File: src/rtl/alu_nbit_seq.sv
// rtl/alu_nbit_seq.sv - sequential N-bit ALU, single-cycle logic/arith ops plus shift-add MUL
// Define ALU_SEQ_MUL_EN to build the multi-cycle MUL (ALUOp=111) path and MULT state.
module alu_nbit_seq #(
  parameter int WIDTH = 16
) (
  input  logic             Clock,
  input  logic             Reset_n,
  input  logic             Start,
  input  logic [WIDTH-1:0] A,
  input  logic [WIDTH-1:0] B,
  input  logic [2:0]       ALUOp,
  input  logic             BNegate,
  output logic             Busy,
  output logic             Done,
  output logic [WIDTH-1:0] Rezultati,
  output logic [WIDTH-1:0] RezultatiHi,
  output logic             Zero,
  output logic             Overflow,
  output logic             CarryOut
);

  localparam int SW = $clog2(WIDTH);

  localparam logic [2:0] OP_AND = 3'b000;
  localparam logic [2:0] OP_NOR = 3'b001;
  localparam logic [2:0] OP_OR  = 3'b010;
  localparam logic [2:0] OP_XOR = 3'b011;
  localparam logic [2:0] OP_ADD = 3'b100;
  localparam logic [2:0] OP_SLT = 3'b101;
  localparam logic [2:0] OP_SHL = 3'b110;
  localparam logic [2:0] OP_MUL = 3'b111;

  logic             accept;
  logic             mul_start;
  logic             mul_last;

  // Accepted request is held here; the output stage consumes it one edge later.
  logic             pend_valid;
  logic [2:0]       pend_op;
  logic [WIDTH-1:0] pend_a;
  logic [WIDTH-1:0] pend_b;
  logic             pend_neg;

  logic [WIDTH-1:0] b_eff;
  logic [WIDTH:0]   sum;
  logic [WIDTH-1:0] res;
  logic [WIDTH-1:0] res_hi;
  logic             ovf;
  logic             cry;
  logic             zero;

`ifdef ALU_SEQ_MUL_EN
  typedef enum logic {IDLE, MULT} state_t;

  state_t             state;
  state_t             state_next;
  logic [SW-1:0]      count;
  logic [2*WIDTH-1:0] mcand;
  logic [2*WIDTH-1:0] prod;
  logic [WIDTH-1:0]   mplier;

  always_ff @(posedge Clock) begin
    if (!Reset_n) begin
      state <= IDLE;
    end else begin
      state <= state_next;
    end
  end

  always_comb begin
    state_next = state;
    Busy       = 1'b0;
    accept     = 1'b0;
    mul_start  = 1'b0;
    mul_last   = 1'b0;
    case (state)
      IDLE: begin
        accept = Start;
        if (Start && (ALUOp == OP_MUL)) begin
          mul_start  = 1'b1;
          state_next = MULT;
        end
      end
      MULT: begin
        Busy = 1'b1;
        if (count == SW'(WIDTH - 1)) begin
          mul_last   = 1'b1;
          state_next = IDLE;
        end
      end
      default: state_next = IDLE;
    endcase
  end

  // One multiplier bit per clock; product is complete on the edge that leaves MULT.
  always_ff @(posedge Clock) begin
    if (!Reset_n) begin
      count  <= '0;
      mcand  <= '0;
      mplier <= '0;
      prod   <= '0;
    end else if (mul_start) begin
      count  <= '0;
      mcand  <= {{WIDTH{1'b0}}, A};
      mplier <= B;
      prod   <= '0;
    end else if (Busy) begin
      count  <= count + 1'b1;
      mcand  <= mcand << 1;
      mplier <= mplier >> 1;
      if (mplier[0]) begin
        prod <= prod + mcand;
      end
    end
  end
`else
  assign Busy      = 1'b0;
  assign accept    = Start;
  assign mul_start = 1'b0;
  assign mul_last  = 1'b0;
`endif

  always_ff @(posedge Clock) begin
    if (!Reset_n) begin
      pend_valid <= 1'b0;
      pend_op    <= '0;
      pend_a     <= '0;
      pend_b     <= '0;
      pend_neg   <= 1'b0;
    end else begin
      pend_valid <= (accept && !mul_start) || mul_last;
      if (accept) begin
        pend_op  <= ALUOp;
        pend_a   <= A;
        pend_b   <= B;
        pend_neg <= BNegate;
      end
    end
  end

  always_comb begin
    b_eff  = pend_b ^ {WIDTH{pend_neg}};
    sum    = {1'b0, pend_a} + {1'b0, b_eff} + {{WIDTH{1'b0}}, pend_neg};
    res    = '0;
    res_hi = '0;
    ovf    = 1'b0;
    cry    = 1'b0;
    case (pend_op)
      OP_AND: res = pend_a & b_eff;
      OP_NOR: res = ~(pend_a | b_eff);
      OP_OR:  res = pend_a | b_eff;
      OP_XOR: res = pend_a ^ b_eff;
      OP_ADD: begin
        res = sum[WIDTH-1:0];
        cry = sum[WIDTH];
        ovf = (pend_a[WIDTH-1] == b_eff[WIDTH-1]) && (sum[WIDTH-1] != pend_a[WIDTH-1]);
      end
      // Direct signed compare stays correct where A-B would overflow.
      OP_SLT: res = {{(WIDTH-1){1'b0}}, ($signed(pend_a) < $signed(pend_b))};
      OP_SHL: res = pend_a << pend_b[SW-1:0];
      default: begin
`ifdef ALU_SEQ_MUL_EN
        res    = prod[WIDTH-1:0];
        res_hi = prod[2*WIDTH-1:WIDTH];
        ovf    = |prod[2*WIDTH-1:WIDTH];
`endif
      end
    endcase
    zero = (res == '0) && (res_hi == '0);
  end

  always_ff @(posedge Clock) begin
    if (!Reset_n) begin
      Done        <= 1'b0;
      Rezultati   <= '0;
      RezultatiHi <= '0;
      Zero        <= 1'b0;
      Overflow    <= 1'b0;
      CarryOut    <= 1'b0;
    end else begin
      Done <= pend_valid;
      if (pend_valid) begin
        Rezultati   <= res;
        RezultatiHi <= res_hi;
        Zero        <= zero;
        Overflow    <= ovf;
        CarryOut    <= cry;
      end
    end
  end

endmodule

File: config.mk
export PLATFORM = sky130hd
export DESIGN_NAME = alu_nbit_seq
export DESIGN_NICKNAME = d
export VERILOG_FILES = /design/src/rtl/alu_nbit_seq.sv
export SDC_FILE = /design/constraint.sdc
export NUM_CORES = 1
export LEC_CHECK = 0
export CELL_PAD_IN_SITES_DETAIL_PLACEMENT = 0
export CELL_PAD_IN_SITES_GLOBAL_PLACEMENT = 1
export CORE_MARGIN = 5
export CORE_UTILIZATION = 46
export CTS_BUF_LIST = sky130_fd_sc_hd__clkbuf_8
export DETAILED_ROUTE_END_ITERATION = 10
export PLACE_DENSITY = 0.95
export SYNTH_ARGS = -nofsm -noshare
export SYNTH_HDL_FRONTEND = slang
export SYNTH_SLANG_ARGS = --single-unit
File: constraint.sdc
create_clock -name Clock -period 9.8 [get_ports Clock]
set_clock_uncertainty 0.1 [all_clocks]
set_input_delay 2.45 -clock Clock [delete_from_list [all_inputs] [get_ports Clock]]
set_output_delay 2.45 -clock Clock [all_outputs]
set_load 0.01 [all_outputs]
# Word-level counts from Yosys, hierarchy flattened
# Index checks and enable logic that the tools add are counted.
# W data, S select, Z words.
# op_classes
n_div,0
mux,3
n_eq_ne,8
multipliers,0
magnitude_cmp,1
reduce_logical,3
n_bitwise,5
n_addsub,2
shifts,1
# ops
cell,n
$pmux W16 S7,1
$xor A16 B16 Y16,2
$add A16 B16 Y17,1
$add A17 B1 Y17,1
$and A16 B16 Y16,1
$logic_not A16 Y1,1
$lt A16 B16 Y1,1
$not A16 Y16,1
$or A16 B16 Y16,1
$shl A16 B4 Y16,1
$eq A3 B3 Y1 const B,3
$eq A3 B2 Y1 const B,2
$eq A3 B1 Y1 const B,1
$logic_not A3 Y1,1
$mux W1,2
$eq A1 B1 Y1,1
$logic_and A1 B1 Y1,1
$ne A1 B1 Y1,1
# word_totals
elab_cells,33
romBits,0
out_inout_bits,37
latch_bits,0
n_memories,0
regBits,57
ramBits,0

# Depth between registers and ports, before layout
# logic_depth
depth_word,6
ltp_mapped,15

# Worst setup path before layout
# No wires, ideal clock.
# synth_path
kind,flip-flop to flip-flop
from,reg pend_b[1]
to,reg Zero
arrival_time_ns,3.774
path_buffers,3
path_slack_ns,5.866
stages_incl_launch_ff,14
t_required_ns,9.640
cell_sequence,dfxtp_1 -> clkbuf_1 -> buf_2 -> buf_1 -> xor2_1 -> inv_1 -> ha_1 -> a2111oi_4 -> nor3_2 -> or4_4 -> a311o_1 -> a41o_1 -> nor4_2 -> a32o_1
# synth_via
elab_chain_cells,5
word_cells_on_any_way,11
# synth_lines
element,line_no,rtl
start: declaration,41,logic [WIDTH-1:0] pend_b;
start signal: assignment,128,pend_b <= '0;
start signal: assignment,135,pend_b <= B;
$xor A16 B16 Y16,142,b_eff = pend_b ^ {WIDTH{pend_neg}};
$add A16 B16 Y17 or $or A16 B16 Y16 (tied branches),"143, 150, 151",
$add A17 B1 Y17 or $not A16 Y16 (tied branches),"143, 150",
$pmux W16 S7 *,148,case (pend_op)
$logic_not A16 Y1 *,169,zero = (res == '0) && (res_hi == '0);
end signal: assignment,185,Zero <= zero;
end: declaration,17,"output logic Zero,"
# Every way passes the cells marked *; elsewhere a longest branch is shown, timed or not.
# A chain may end at the register's enable or synchronous reset.

# Worst setup path after layout
# layout_path
from,reg pend_neg
to,reg Rezultati[15]
# layout_via
elab_chain_cells,4
word_cells_on_any_way,8
# layout_lines
element,line_no,rtl
start: declaration,42,logic pend_neg;
start signal: assignment,136,pend_neg <= BNegate;
$xor A16 B16 Y16,142,
$add A16 B16 Y17 or $or A16 B16 Y16 (tied branches),"143, 150, 151",
$add A17 B1 Y17 or $not A16 Y16 (tied branches),"143, 150",
$pmux W16 S7 *,148,
end signal: assignment,183,Rezultati <= res;
end: declaration,15,"output logic [WIDTH-1:0] Rezultati,"
# Marked as above.

==> impl_metrics.toml <==
[status]
status = "completed"

[sta]
setup_slack_ns = 5.69
hold_ws_ns = 0.369
max_freq_mhz = 243
maxSlewHeadroom_pct = 26.5
final.min_clock_period_ns = 4.11
finalCritPeriodShare_pct = 41.9
rsz0062_at_grt = "no"
hold_viol_final = 0
worst_pin_slew_ns = 1.10
finalSetupTns_ns = 0
setup_viol = 0
drv_slew = 0

[placement]
io_buffers = 58
gp_congestion = 0.934
dp_hpwl_um = 11200
preCtsSetupSlack_ns = 5.34

[global_routing]
grt_use_total_pct = 22.2
grt_pass1_vias = 4723
antenna_found_initial = 0
grt_pass1_wl_um = 24100
gr-total-overflow = 0
grt_max_degree = 52

[synthesis]
ys_types = 65
ys_seq_elements = 57
postSynth.asyncResetShare_pct = 0
yosysSeqAreaShare_pct = 21.6
synthesis.area_mm2 = 0.00530
synthCells = 663
synth_edf_count = 0
yosysWarnings = 0
synth.avg_cell_area_um2 = 7.99
synth_ff_type = "dfxtp_1"

[power_and_ir_drop]
max-vdd-ir-drop_mv = 0.119
p_int_mw = 0.499
pwr-share-seq_pct = 35.5
combPwrFrac_pct = 31.8
switchingPower_mw = 0.262
clkPwrFrac_pct = 32.7
switching_share_pct = 34.5
power.total_mw = 0.762
leakage_nw = 2.59
powerDensity_mw_per_mm2 = 125

[clock_network]
cts_hold_buf = 0
clkLatencyLatePin_ns = 0.36
cts_resized = 0
post-cts-setup-buffers = 0
cts_num_sinks = 57
cts_inserted_buffers = 9
htree_num_levels = 3
cts-root-buf = "clkbuf_8"
clk_transition_reported_paths_ns = 0.07
clk_path_buf_depth = 2
cts_tree = "done"

[route]
finalWirelength_um = 14600
vias = 4834
drt-initial-drc-count = 396
wire_per_inst_um = 17.3
remaining_drc_errors = 0
ant_nets = 0
dr.pass1.iters = 5
viasPerCell = 5.73

[finish]
fillCellCount = 1104
diodes = 0
syn_to_final_growth_pct = 14.7
drive_above_1_share_pct = 7.86
final_util_pct = 53.4
nets = 786

[floorplan]
initial_core_util_pct = 46.6
io_pins = 76
dieWidth_um = 117
die_h_um = 117
coreArea_mm2 = 0.0114
rows = 39
dieArea_mm2 = 0.0138

[min_path]
hp-class = "reg2reg"

[setup_path]
endpoint_kind = "flip-flop"
startpoint_type = "flip-flop"
required_ns = 9.90
critPathArrivalTime_ns = 4.20
crit_fanout = 18
worstSetupPathType = "reg2reg"

[flow_run]
cap_violations = 0
[cells by family after synthesis]
family,count (synthesis),share of synthesized area [%]
AO/OA/AOI/OAI,143,18.3
XOR/XNOR,21,3.47
adder cells (fa/ha/maj),52,12.4
buffers and inverters,119,9.83
flip-flops,57,21.6
multiplexers,77,17.0
other,1,0.0708
AND/OR/NAND/NOR,193,17.4
[power by group through the flow]
stage          logic, mW  registers, mW  clock network (mW)
6_report           0.242          0.271               0.249
5_1_grt            0.270          0.273               0.266
4_1_cts            0.241          0.270               0.255
3_5_place_dp       0.239          0.275                   0
3_3_place_gp       0.233          0.274                   0
2_1_floorplan      0.181          0.264                   0
[cells in the final DEF, fill, tap and decap left out, drive strengths merged, types with 3 or more instances in the layout]
cell type / synthesis / routed
a211oi: 23 / 23
a21o: 7 / 7
a21oi: 34 / 34
a221oi: 5 / 5
a22oi: 4 / 4
a311oi: 3 / 3
a31oi: 4 / 4
and2: 5 / 5
and3: 7 / 7
buf: 27 / 6
clkbuf: 31 / 9
clkdlybuf4s50: 0 / 57
clkinv: 1 / 3
conb: 1 / 17
dfxtp: 57 / 57
ha: 51 / 51
inv: 60 / 61
mux2: 10 / 10
mux2i: 58 / 58
mux4: 9 / 9
nand2: 41 / 41
nand2b: 9 / 9
nand3: 7 / 7
nand4: 3 / 3
nor2: 81 / 81
nor2b: 8 / 8
nor3: 9 / 9
nor4: 5 / 5
o211ai: 10 / 10
o21a: 3 / 3
o21ai: 25 / 25
o22ai: 9 / 9
or2: 7 / 7
xnor2: 3 / 3
xor2: 18 / 18
[worst max-delay path, cell delays in order (launching register included)]
cell and delay [ns]:
dfxtp_1 0.95, xor2_1 0.20, ha_1 0.31, or2_2 0.33, a2111oi_4 0.43, nor3_2 0.13, or4_4 0.50, a311o_1 0.31
a41o_1 0.26, nor4_2 0.32, a21oi_1 0.10
[Yosys cell counts, types with 10 or more instances]
master	n	area, um^2
o211ai_1	10	75.1
mux2i_1	58	581
buf_4	17	128
nand2_1	41	154
xor2_1	18	158
clkbuf_1	31	116
a211oi_1	23	173
inv_1	59	221
o21ai_0	25	125
ha_1	51	638
nor2_1	81	304
dfxtp_1	57	1140
a21oi_1	34	170
[registers in the layout, indices dropped and copies added (netlist names)]
register    count
pend_neg        1
Rezultati      16
Done            1
pend_valid      1
Overflow        1
pend_op         3
pend_b         16
pend_a         16
CarryOut        1
Zero            1
[layout make-up]
type                    count  area [um^2]  area share [%]
inverters                  61          229            3.77
repair buffers             63          613            10.1
multi-input cells         503         3690            60.8
flip-flops and latches     57         1140            18.8
clock buffers               9          124            2.04
well taps                 143          179            2.94
clock inverters             7         96.3            1.59
[per-layer routing]
metal  part of all wire (%)  GRT usage (%)  routed length, um
met4                   0.91           5.73                133
met2                     46           35.5               6640
met1                     47           31.0               6830
met3                    6.6           3.80                965
met5                      0              0                  0
[per-stage QoR]
step           instance area (um^2)  cells
2_1_floorplan                  5360    679
3_3_place_gp                   5860    827
3_5_place_dp                   5860    827
4_1_cts                        6080    843
5_1_grt                        6080    843
6_report                       6080    843
[worst paths after layout]
kind,from,endpoint,slack [ns],cells past startpoint
worst max-delay path,pend_neg$_SDFFE_PN0P_,Rezultati[15]$_SDFFE_PN0P_,5.69,10
worst min-delay path,Overflow$_SDFFE_PN0P_,Overflow$_SDFFE_PN0P_,0.37,2
worst max register to register,pend_neg$_SDFFE_PN0P_,Rezultati[15]$_SDFFE_PN0P_,5.69,10
worst min register to register,Overflow$_SDFFE_PN0P_,Overflow$_SDFFE_PN0P_,0.37,2
Note: power is estimated with default switching activity, not from simulation.
